===== src/rtl/count_load_conditioner_pkg.sv =====
// Shared constants and helpers for the count/load button conditioner.
package count_cond_pkg;

  localparam int DEF_DEBOUNCE_CYCLES = 16;
  localparam int DEF_REPEAT_CYCLES   = 64;

  localparam int CH_LOAD  = 0;
  localparam int CH_COUNT = 1;

  // Counter width for a modulus n, never narrower than one bit.
  function automatic int cnt_w(input int n);
    return (n > 1) ? $clog2(n) : 1;
  endfunction

endpackage


===== src/rtl/count_load_conditioner_if.sv =====
// Button/switch inputs and conditioned strobe outputs of the conditioner.
interface count_load_conditioner_if #(
  parameter int WIDTH = 4
) ();
  logic             Count_btn;
  logic             Load_btn;
  logic [WIDTH-1:0] Data_sw;
  logic             Count;
  logic             Load;
  logic [WIDTH-1:0] Data_out;
  logic             Busy;

  modport master (
    output Count_btn, Load_btn, Data_sw,
    input  Count, Load, Data_out, Busy
  );

  modport slave (
    input  Count_btn, Load_btn, Data_sw,
    output Count, Load, Data_out, Busy
  );
endinterface


===== src/rtl/count_load_conditioner_debounce_sync_ch.sv =====
// One button channel: 2-flop synchronizer, debounce filter, accepted level.
// rise is a combinational pulse on the edge the filter accepts a 0->1 change.
module debounce_sync_ch
  import count_cond_pkg::*;
#(
  parameter int DEBOUNCE_CYCLES = DEF_DEBOUNCE_CYCLES
) (
  input  logic CLK,
  input  logic Clear,
  input  logic raw_in,
  output logic stable,
  output logic rise,
  output logic busy
);

  localparam int            CW       = cnt_w(DEBOUNCE_CYCLES);
  localparam logic [CW-1:0] CNT_LAST = CW'(DEBOUNCE_CYCLES - 1);

  logic          s1_q, s1_d;
  logic          s2_q, s2_d;
  logic          stable_q, stable_d;
  logic [CW-1:0] cnt_q, cnt_d;

  always_comb begin
    s1_d     = raw_in;
    s2_d     = s1_q;
    stable_d = stable_q;
    cnt_d    = cnt_q;
    rise     = 1'b0;
    if (s2_q == stable_q) begin
      cnt_d = '0;
    end else if (cnt_q == CNT_LAST) begin
      stable_d = s2_q;
      cnt_d    = '0;
      rise     = s2_q;
    end else begin
      cnt_d = cnt_q + 1'b1;
    end
  end

  always_ff @(posedge CLK) begin
    if (!Clear) begin
      s1_q     <= 1'b0;
      s2_q     <= 1'b0;
      stable_q <= 1'b0;
      cnt_q    <= '0;
    end else begin
      s1_q     <= s1_d;
      s2_q     <= s2_d;
      stable_q <= stable_d;
      cnt_q    <= cnt_d;
    end
  end

  assign stable = stable_q;
  assign busy   = |cnt_q;

endmodule


===== src/rtl/count_load_conditioner.sv =====
// Count/Load strobe conditioner: strobes one cycle after the edge a press is accepted.
// No backpressure; COUNT_AUTO_REPEAT_EN adds auto-repeat of held Count presses.
module count_load_conditioner
  import count_cond_pkg::*;
#(
  parameter int WIDTH           = 4,
  parameter int DEBOUNCE_CYCLES = DEF_DEBOUNCE_CYCLES,
  parameter int REPEAT_CYCLES   = DEF_REPEAT_CYCLES
) (
  input logic                    CLK,
  input logic                    Clear,
  count_load_conditioner_if.slave bus
);

  logic [1:0] raw, stable, rise, busy;
  logic       count_req;

  assign raw[CH_LOAD]  = bus.Load_btn;
  assign raw[CH_COUNT] = bus.Count_btn;

  debounce_sync_ch #(.DEBOUNCE_CYCLES(DEBOUNCE_CYCLES)) u_load_ch (
    .CLK    (CLK),
    .Clear  (Clear),
    .raw_in (raw[CH_LOAD]),
    .stable (stable[CH_LOAD]),
    .rise   (rise[CH_LOAD]),
    .busy   (busy[CH_LOAD])
  );

  debounce_sync_ch #(.DEBOUNCE_CYCLES(DEBOUNCE_CYCLES)) u_count_ch (
    .CLK    (CLK),
    .Clear  (Clear),
    .raw_in (raw[CH_COUNT]),
    .stable (stable[CH_COUNT]),
    .rise   (rise[CH_COUNT]),
    .busy   (busy[CH_COUNT])
  );

`ifdef COUNT_AUTO_REPEAT_EN
  localparam int            RW       = cnt_w(REPEAT_CYCLES);
  localparam logic [RW-1:0] RPT_LAST = RW'(REPEAT_CYCLES - 1);

  logic [RW-1:0] rep_q, rep_d;
  logic          rep_run, rep_fire;

  // Repeat timer is measured from the previous Count strobe, real or repeated.
  always_comb begin
    rep_run  = stable[CH_COUNT] & ~stable[CH_LOAD];
    rep_fire = rep_run && (rep_q == RPT_LAST);
    if (!rep_run || rise[CH_LOAD] || rise[CH_COUNT] || rep_fire) begin
      rep_d = '0;
    end else begin
      rep_d = rep_q + 1'b1;
    end
  end

  always_ff @(posedge CLK) begin
    if (!Clear) begin
      rep_q <= '0;
    end else begin
      rep_q <= rep_d;
    end
  end

  assign count_req = rise[CH_COUNT] | rep_fire;
`else
  logic unused_cfg;
  assign unused_cfg = ^{stable, 32'(REPEAT_CYCLES)};
  assign count_req  = rise[CH_COUNT];
`endif

  logic [WIDTH-1:0] data_s1_q, data_s1_d;
  logic [WIDTH-1:0] data_s2_q, data_s2_d;
  logic [WIDTH-1:0] data_out_q, data_out_d;
  logic             count_q, count_d;
  logic             load_q, load_d;

  // Load wins a same-edge collision; the Count press is dropped, not deferred.
  always_comb begin
    data_s1_d  = bus.Data_sw;
    data_s2_d  = data_s1_q;
    load_d     = rise[CH_LOAD];
    count_d    = count_req & ~rise[CH_LOAD];
    data_out_d = rise[CH_LOAD] ? data_s2_q : data_out_q;
  end

  always_ff @(posedge CLK) begin
    if (!Clear) begin
      data_s1_q  <= '0;
      data_s2_q  <= '0;
      data_out_q <= '0;
      count_q    <= 1'b0;
      load_q     <= 1'b0;
    end else begin
      data_s1_q  <= data_s1_d;
      data_s2_q  <= data_s2_d;
      data_out_q <= data_out_d;
      count_q    <= count_d;
      load_q     <= load_d;
    end
  end

  assign bus.Count    = count_q;
  assign bus.Load     = load_q;
  assign bus.Data_out = data_out_q;
  assign bus.Busy     = |busy;

endmodule


===== src/flat_wrapper.sv =====
// flat-port wrapper written by rule: the top's interface ports become plain ports
module count_load_conditioner_flat import count_cond_pkg::*;
#(
  parameter int WIDTH           = 4,
  parameter int DEBOUNCE_CYCLES = DEF_DEBOUNCE_CYCLES,
  parameter int REPEAT_CYCLES   = DEF_REPEAT_CYCLES
)
  (CLK, Clear, bus_Count_btn, bus_Load_btn, bus_Data_sw, bus_Count, bus_Load, bus_Data_out, bus_Busy);
  count_load_conditioner_if #(.WIDTH(WIDTH)) bus_i ();
  input logic CLK;
  input logic Clear;
  input wire logic [$bits(bus_i.Count_btn)-1:0] bus_Count_btn;
  input wire logic [$bits(bus_i.Load_btn)-1:0] bus_Load_btn;
  input wire logic [$bits(bus_i.Data_sw)-1:0] bus_Data_sw;
  output wire logic [$bits(bus_i.Count)-1:0] bus_Count;
  output wire logic [$bits(bus_i.Load)-1:0] bus_Load;
  output wire logic [$bits(bus_i.Data_out)-1:0] bus_Data_out;
  output wire logic [$bits(bus_i.Busy)-1:0] bus_Busy;
  assign bus_i.Count_btn = bus_Count_btn;
  assign bus_i.Load_btn = bus_Load_btn;
  assign bus_i.Data_sw = bus_Data_sw;
  assign bus_Count = bus_i.Count;
  assign bus_Load = bus_i.Load;
  assign bus_Data_out = bus_i.Data_out;
  assign bus_Busy = bus_i.Busy;
  count_load_conditioner #(.WIDTH(WIDTH), .DEBOUNCE_CYCLES(DEBOUNCE_CYCLES), .REPEAT_CYCLES(REPEAT_CYCLES)) u_core (.CLK(CLK), .Clear(Clear), .bus(bus_i));
endmodule

===== config.mk =====
export PLATFORM = sky130hd
export DESIGN_NAME = count_load_conditioner_flat
export DESIGN_NICKNAME = d
export VERILOG_FILES = /design/src/rtl/count_load_conditioner_pkg.sv /design/src/rtl/count_load_conditioner_if.sv /design/src/rtl/count_load_conditioner_debounce_sync_ch.sv /design/src/rtl/count_load_conditioner.sv /design/src/flat_wrapper.sv
export SDC_FILE = /design/constraint.sdc
export NUM_CORES = 1
export LEC_CHECK = 0
export BUFFER_PORTS_ARGS = -buffer_cell sky130_fd_sc_hd__buf_4
export CAP_MARGIN = 20
export CORE_MARGIN = 2
export CORE_UTILIZATION = 53
export DETAILED_ROUTE_END_ITERATION = 8
export PLACE_DENSITY = 0.79
export REMOVE_ABC_BUFFERS = 1
export SLEW_MARGIN = 20
export SYNTH_ARGS = -nofsm -noshare
export SYNTH_HDL_FRONTEND = slang
export SYNTH_SLANG_ARGS = --single-unit

===== constraint.sdc =====
create_clock -name CLK -period 1.5 [get_ports CLK]
set_input_delay 0.075 -clock CLK [delete_from_list [all_inputs] [get_ports CLK]]
set_output_delay 0.075 -clock CLK [all_outputs]
set_load 0.05 [all_outputs]

==> summary.txt, run 1 <==
Worst setup path
  – Crit path buffers/inverters: 0
  – Top Family by Delay on Critical Path: simple AND/OR/NAND/NOR gates
  – CP endpoint kind: register
  – Crit-path slowest cell: dfxtp_2
  – Worst path max stage delay: approximately 0.38 ns
  – CP required: 1.77 ns
  – Worst-path cell chain: ha_1 > nand3_2 > nor3b_4 > mux2i_1
  – Critical path class: register to register
  – Reg2Reg Setup Slack: 0.1 ns
  – Startpoint Class: register
  – Worst EP arrival: 1.68 ns
  – CP max FO: 6

Timing
  – Clk_skew: 0.009044 ns
  – Minimum clock period: 1.403 ns
  – RSZ-0062 raised after global routing: no
  – Max Freq: between 700 and 800 MHz
  – Hold Vio Cnt, Final: 0
  – Final number of setup-violating endpoints: 0
  – Period Utilization, post-route: 93.51%
  – Max-slew headroom: 75.25%
  – Slew Viols, Final: 0
  – Worst slew pin tran: ~0.37 ns
  – PnR worst setup slack: a little under 0.1 ns
  – Fin Hold WS: 0.07783 ns
  – Setup TNS Final: 0 ns

Detailed routing
  – Drt first-iter violations: 1
  – # DRC: 0
  – Detailed Routing Iterations Pass 1: 4
  – Detailed Route WL: between 1500 and 2000 um
  – Via/cell ratio: about 4.6
  – Post-route ant nets: 0
  – Via Count: about 660
  – Wire per inst: 10.94 um

Layout
  – NumNets Final: about 130
  – Ant. Diodes: 0
  – Footprint of the multi-input gates: 395.4 um^2
  – Layout cell share with drive strength beyond 1: approximately a fifth
  – Layout area overhead: 24.12%
  – Fillcell total: approximately 140
  – Seq. cell area: 563.0 um^2

Synth
  – YS warnings: 0
  – Syn avg cell area: ~10 um^2
  – Synth Register Bits: 28
  – Mapped cell area: 991.0 um^2
  – Sequential fraction of the synthesis area: 56.57%
  – Distinct cells, synth: 18
  – Mapped Cells: 95
  – Post-synth top area cell: dfxtp_1
  – Synth area leaders: dfxtp_1 57%, and2_1 7.6%, mux2i_1 6.1%
  – Yosys top cell area share: 56.57%

Floorplanning
  – Top Ports: 15
  – Die width: roughly 47 um
  – Die area: around 2200 um^2
  – Core area: 1745 um^2
  – # rows: 15
  – Die Ht: roughly 47 um
  – Starting density of the core: a little under three fifths

Pwr
  – Sw power: roughly 250 uW
  – Leakage: 0.5272 nW
  – Switch share: between 10% and 20%
  – Pwr Density: approximately 1100 nW/um^2
  – VDD IR max: 0.9377 mV
  – Logic gate share of total power: 4.7%
  – Internal power: 1.067 mW
  – Clock Power Share: 37.1%
  – Flop pwr share: about three fifths

Clocking
  – Clk sinks: 28
  – CTS clk-pin slew, worst paths: ~0.15 ns
  – CTS root buffer: clkbuf_4
  – CTS buffer count: 3
  – Longest Clk Path Bufs: 2
  – Worst-skew pair later-pin latency: 0.33 ns
  – TritonCTS clock tree: yes
  – Depth of the CTS H-tree: 1

Placed design
  – HPWL after DPL: 1080 um
  – Place WS: 0.05152 ns
  – RePlAce Congestion: 0.7392
  – PortBufs: 14

GRT
  – Tot GR Track Use: 17.37%
  – Vias in the first global route: 616
  – First-pass GRT wire length: 2484 um
  – Initial antenna violation count: 0
  – Largest net degree at the start of global routing: 28
  – Grt total ovfl: 0

Min path
  – Hold WC Path Type: input port to register

Run status
  – Status: finished, final reports clean

Flow run
  – MaxCap Viol Count: 0
stage by stage:
| stage | std cells | cell area (um^2) | util (%) | power (mW) |
|---|---|---|---|---|
| floorplan | 92 | 978.4 | - | 0.8053 |
| global placement | 131 | 1115 | 63.87 | 0.8305 |
| detailed placement | 131 | 1115 | 63.87 | 0.8331 |
| CTS | 141 | 1227 | 70.32 | 1.329 |
| global route | 141 | 1230 | 70.47 | 1.368 |
| finish | 141 | 1230 | 70.47 | 1.319 |
sequential cells by signal (all words and copies together) (netlist names):
signal                    cells
u_core.bus.Data_out           4
u_core.data_s1_q              4
u_core.data_s2_q              4
u_core.u_count_ch.cnt_q       4
u_core.u_load_ch.cnt_q        4
u_core.bus.Count              1
u_core.bus.Load               1
u_core.u_count_ch.s1_q        1
u_core.u_count_ch.s2_q        1
u_core.u_count_ch.stable      1
u_core.u_load_ch.s1_q         1
u_core.u_load_ch.s2_q         1
u_core.u_load_ch.stable       1
logic make-up after synthesis:
| family | count (synthesis) | share of synthesized area, % |
|---|---|---|
| muxes | 6 | 6.061 |
| and+or+nand+nor | 42 | 23.49 |
| buffers and inverters | 9 | 3.535 |
| DFF | 28 | 56.57 |
| xor gates and xnor gates | 6 | 5.303 |
| adders and majority gates | 4 | 5.051 |
path summary, 6_finish.rpt:
path                                                start                        end  cells after the start
worst max register to register  u_core.u_load_ch.cnt_q[0]     u_core.bus.Data_out[3]                      4
worst max-delay path            u_core.u_load_ch.cnt_q[0]     u_core.bus.Data_out[3]                      4
worst min register to register  u_core.u_load_ch.cnt_q[0]  u_core.u_load_ch.cnt_q[0]                      1
worst min-delay path                                Clear           u_core.bus.Count                      3
cells in the mapped netlist (all sizes together):
library cell	instances
mux2i	6
ha	4
nor4	2
nor2b	2
nor3b	1
and2	13
nand2	9
nand3	7
clkbuf	2
inv	6
and3	1
xnor2	1
nor2	7
dfxtp	28
buf	1
xor2	5
power groups by stage:
stage | clock (mW) | combinational, mW | sequential, mW
after detailed placement | 0 | 0.0500 | 0.783
after CTS | 0.500 | 0.0626 | 0.767
after global routing | 0.530 | 0.0687 | 0.769
final | 0.490 | 0.0622 | 0.767
after floorplan | 0 | 0.0240 | 0.781
after global placement | 0 | 0.0482 | 0.782
area by class of cell:
class	count	share of cell area, %
Clock buffer	3	1.831
Clock inverter	1	2.442
Inverter	6	1.831
Multi-Input combinational cell	58	32.15
Sequential cell	28	45.78
Tap cell	25	2.543
Timing Repair Buffer	20	13.43
placed cells by master, fill, tap and decap left out:
master          n
nor3b_4         1
clkbuf_4        3
dfxtp_2         2
ha_1            4
inv_1           6
nor4_1          2
xnor2_1         1
nor2_1          7
nor2b_1         2
bufinv_16       1
nand2_1         9
dfxtp_1        26
and2_1         12
nand3_1         6
nand3_2         1
and2_2          1
mux2i_1         6
xor2_1          5
and3_1          1
dlygate4sd3_1   6
buf_4          14
layer usage:
| metal | global-route usage, % | vias up | part of all wire (%) |
|---|---|---|---|
| li1 | - | 342 | - |
| met1 | 17.30 | 296 | 41 |
| met2 | 28.38 | 13 | 51 |
| met3 | 8.077 | 4 | 4.9 |
| met4 | 12.22 | 0 | 2.8 |
| met5 | 0 | - | 0 |
worst reg2reg max path: stages, from the launching register on:
cell and delay, ns:
dfxtp_2 0.38, ha_1 0.20, nand3_2 0.13, nor3b_4 0.38, mux2i_1 0.24
what timing repair did:
item | CTS | global route
gates resized for setup | 0 | 2
setup buffers | 0 | 0
endpoints found under the setup margin | 0 | 5
hold buffers | 6 | 0
endpoints found under the hold margin | 6 | 0
No activity file was read; power rests on OpenSTA's default activity.
==> inputs of run 2 (changes only) <==
--- a/config.mk
+++ b/config.mk
@@ -10,9 +10,11 @@
 export CORE_MARGIN = 2
 export CORE_UTILIZATION = 53
 export DETAILED_ROUTE_END_ITERATION = 8
+export HOLD_SLACK_MARGIN = 0.12
 export PLACE_DENSITY = 0.79
+export RECOVER_POWER = 100
 export REMOVE_ABC_BUFFERS = 1
-export SLEW_MARGIN = 20
+export SLEW_MARGIN = 10
 export SYNTH_ARGS = -nofsm -noshare
 export SYNTH_HDL_FRONTEND = slang
 export SYNTH_SLANG_ARGS = --single-unit
==> summary.txt, run 2 (same netlist as run 1, synthesis figures left out) <==
Run status
  – Status: finished, final reports clean

Floorplanning
  – Die area: 2232 um^2 (unchanged)
  – Die Ht: 47.24 um (unchanged)
  – Starting density of the core: 56.77% (unchanged)
  – Core area: 1745 um^2 (unchanged)
  – # rows: 15 (unchanged)
  – Top Ports: 15 (unchanged)
  – Die width: 47.24 um (unchanged)

Timing
  – Max Freq: 717.7 MHz (+0.68%)
  – Hold Vio Cnt, Final: 0 (unchanged)
  – Max-slew headroom: 59.06% (-16 points)
  – RSZ-0062 raised after global routing: no
  – Minimum clock period: 1.393 ns (-0.009433 ns)
  – Period Utilization, post-route: 92.88% (-0.63 points)
  – Setup TNS Final: 0 ns (unchanged)
  – Clk_skew: 0.001695 ns (-0.007350 ns)
  – Worst slew pin tran: 0.6167 ns (+0.2459 ns)
  – Slew Viols, Final: 0 (unchanged)
  – Final number of setup-violating endpoints: 0 (unchanged)

Pwr
  – Tot Pwr: 1.327 mW (+0.61%)
  – Switch share: 18.73% (-0.34 points)
  – Clock Power Share: 36.4% (-0.7 points)
  – Logic gate share of total power: 5.8% (+1.1 points)
  – Pwr Density: 1039 nW/um^2 (-3.1%)
  – Flop pwr share: 57.8% (-0.4 points)
  – Internal power: 1.078 mW (+1.0%)
  – Sw power: 248.4 uW (-1.2%)
  – VDD IR max: 0.9496 mV (+1.3%)
  – Leakage: 0.5345 nW (+1.4%)

Worst setup path
  – Startpoint Class: register
  – Worst EP arrival: 1.66 ns (-0.02 ns)
  – CP max FO: 6 (unchanged)
  – CP required: 1.76 ns (about the same)
  – CP endpoint kind: register
  – Critical path class: register to register

GRT
  – Largest net degree at the start of global routing: 28 (unchanged)
  – Vias in the first global route: 625 (+1.5%)
  – Grt total ovfl: 0 (unchanged)
  – Initial antenna violation count: 0 (unchanged)
  – First-pass GRT wire length: 2656 um (+6.9%)
  – Tot GR Track Use: 18.47% (+1.1 points)

Min path
  – Hold WC Path Type: register to register

Layout
  – NumNets Final: 136 (+5.4%)
  – Design Area, Final: 1277 um^2 (+3.9%)
  – Seq. cell area: 563.0 um^2 (unchanged)
  – Most frequent cells in the layout: 26 x dfxtp_1, 13 x dlygate4sd3_1, 9 x nand2_1
  – Layout area overhead: 28.91%
  – Layout cell share with drive strength beyond 1: 13.82% (-6.0 points)
  – Ant. Diodes: 0 (unchanged)
  – Footprint of the multi-input gates: 395.4 um^2 (unchanged)
  – Fillcell total: 144 (+4.3%)
  – Most common cell after layout, fill and taps aside: dfxtp_1

Clocking
  – Clk sinks: 28 (unchanged)
  – TritonCTS clock tree: yes
  – CTS clk-pin slew, worst paths: 0.14 ns (about the same)
  – Worst-skew pair later-pin latency: 0.33 ns (about the same)
  – CTS buffer count: 3 (unchanged)
  – Post-CTS setup buffer count: 0 (unchanged)
  – CTS root buffer: clkbuf_4
  – Depth of the CTS H-tree: 1 (unchanged)
  – Longest Clk Path Bufs: 2 (unchanged)

Detailed routing
  – Via Count: 699 (+6.7%)
  – Detailed Routing Iterations Pass 1: 4 (unchanged)
  – Drt first-iter violations: 3 (+2)
  – Post-route ant nets: 0 (unchanged)
  – # DRC: 0 (unchanged)
  – Wire per inst: 11.34 um (+3.7%)
  – Detailed Route WL: 1679 um (+8.8%)
  – Via/cell ratio: 4.723 (+1.7%)

Placed design
  – RePlAce Congestion: 0.7392 (unchanged)
  – Placed Area: 1115 um^2 (unchanged)
  – HPWL after DPL: 1080 um (unchanged)
  – PortBufs: 14 (unchanged)

Flow run
  – MaxCap Viol Count: 0 (unchanged)
run 2: worst paths after layout:
check                           cells after the start                 startpoint  slack (ns)                   endpoint
worst max-delay path                                4  u_core.u_load_ch.cnt_q[0]        0.11     u_core.bus.Data_out[3]
worst min-delay path                                1  u_core.u_load_ch.cnt_q[0]        0.45  u_core.u_load_ch.cnt_q[0]
worst max register to register                      4  u_core.u_load_ch.cnt_q[0]        0.11     u_core.bus.Data_out[3]
worst min register to register                      1  u_core.u_load_ch.cnt_q[0]        0.45  u_core.u_load_ch.cnt_q[0]
run 2: worst max-delay path: stages (launching register included):
cell and delay [ns]:
dfxtp_2 0.38, ha_1 0.20, nand3_2 0.13, nor3b_4 0.37, mux2i_1 0.24
run 2: per-stage QoR:
step / util, % / hold slack [ns] / cells / worst slack, ns
after floorplan: - / 0.1967 / 92 / 0.2243
after global placement: 63.87 / 0.2826 / 131 / 0.1667
after detailed placement: 63.87 / 0.2870 / 131 / 0.05152
after CTS: 74.34 / 0.4540 / 148 / 0.02462
after global routing: 73.19 / 0.4716 / 148 / 0.005511
final: 73.19 / 0.4481 / 148 / 0.1067
run 2: layout make-up:
cell class,instances,area share (%)
Sequential cell,28,44.07
Clock buffer,3,1.763
Multi-Input combinational cell,58,30.95
Inverter,6,1.763
Clock inverter,1,2.351
Timing Repair Buffer,27,16.65
Tap cell,25,2.449
run 2: repair_timing:
action | in CTS | in global routing
endpoints found under the hold margin | 19 | 0
gates resized for setup | 0 | 2
hold buffers | 13 | 0
setup endpoints to repair | 0 | 5
run 2: power by group through the flow:
stage               logic [mW]  clock network [mW]  registers, mW
floorplan               0.0240                   0          0.781
global placement        0.0482                   0          0.782
detailed placement      0.0500                   0          0.783
CTS                     0.0762               0.500          0.767
global route            0.0840               0.523          0.769
finish                  0.0769               0.482          0.767
run 2: per-layer routing:
| metal | vias up | global-route usage [%] | wire, um |
|---|---|---|---|
| li1 | 355 | - | - |
| met1 | 329 | 18.96 | 697 |
| met2 | 11 | 30.54 | 874 |
| met3 | 4 | 8.077 | 63 |
| met4 | 0 | 11.67 | 43 |
| met5 | - | 0 | 0 |
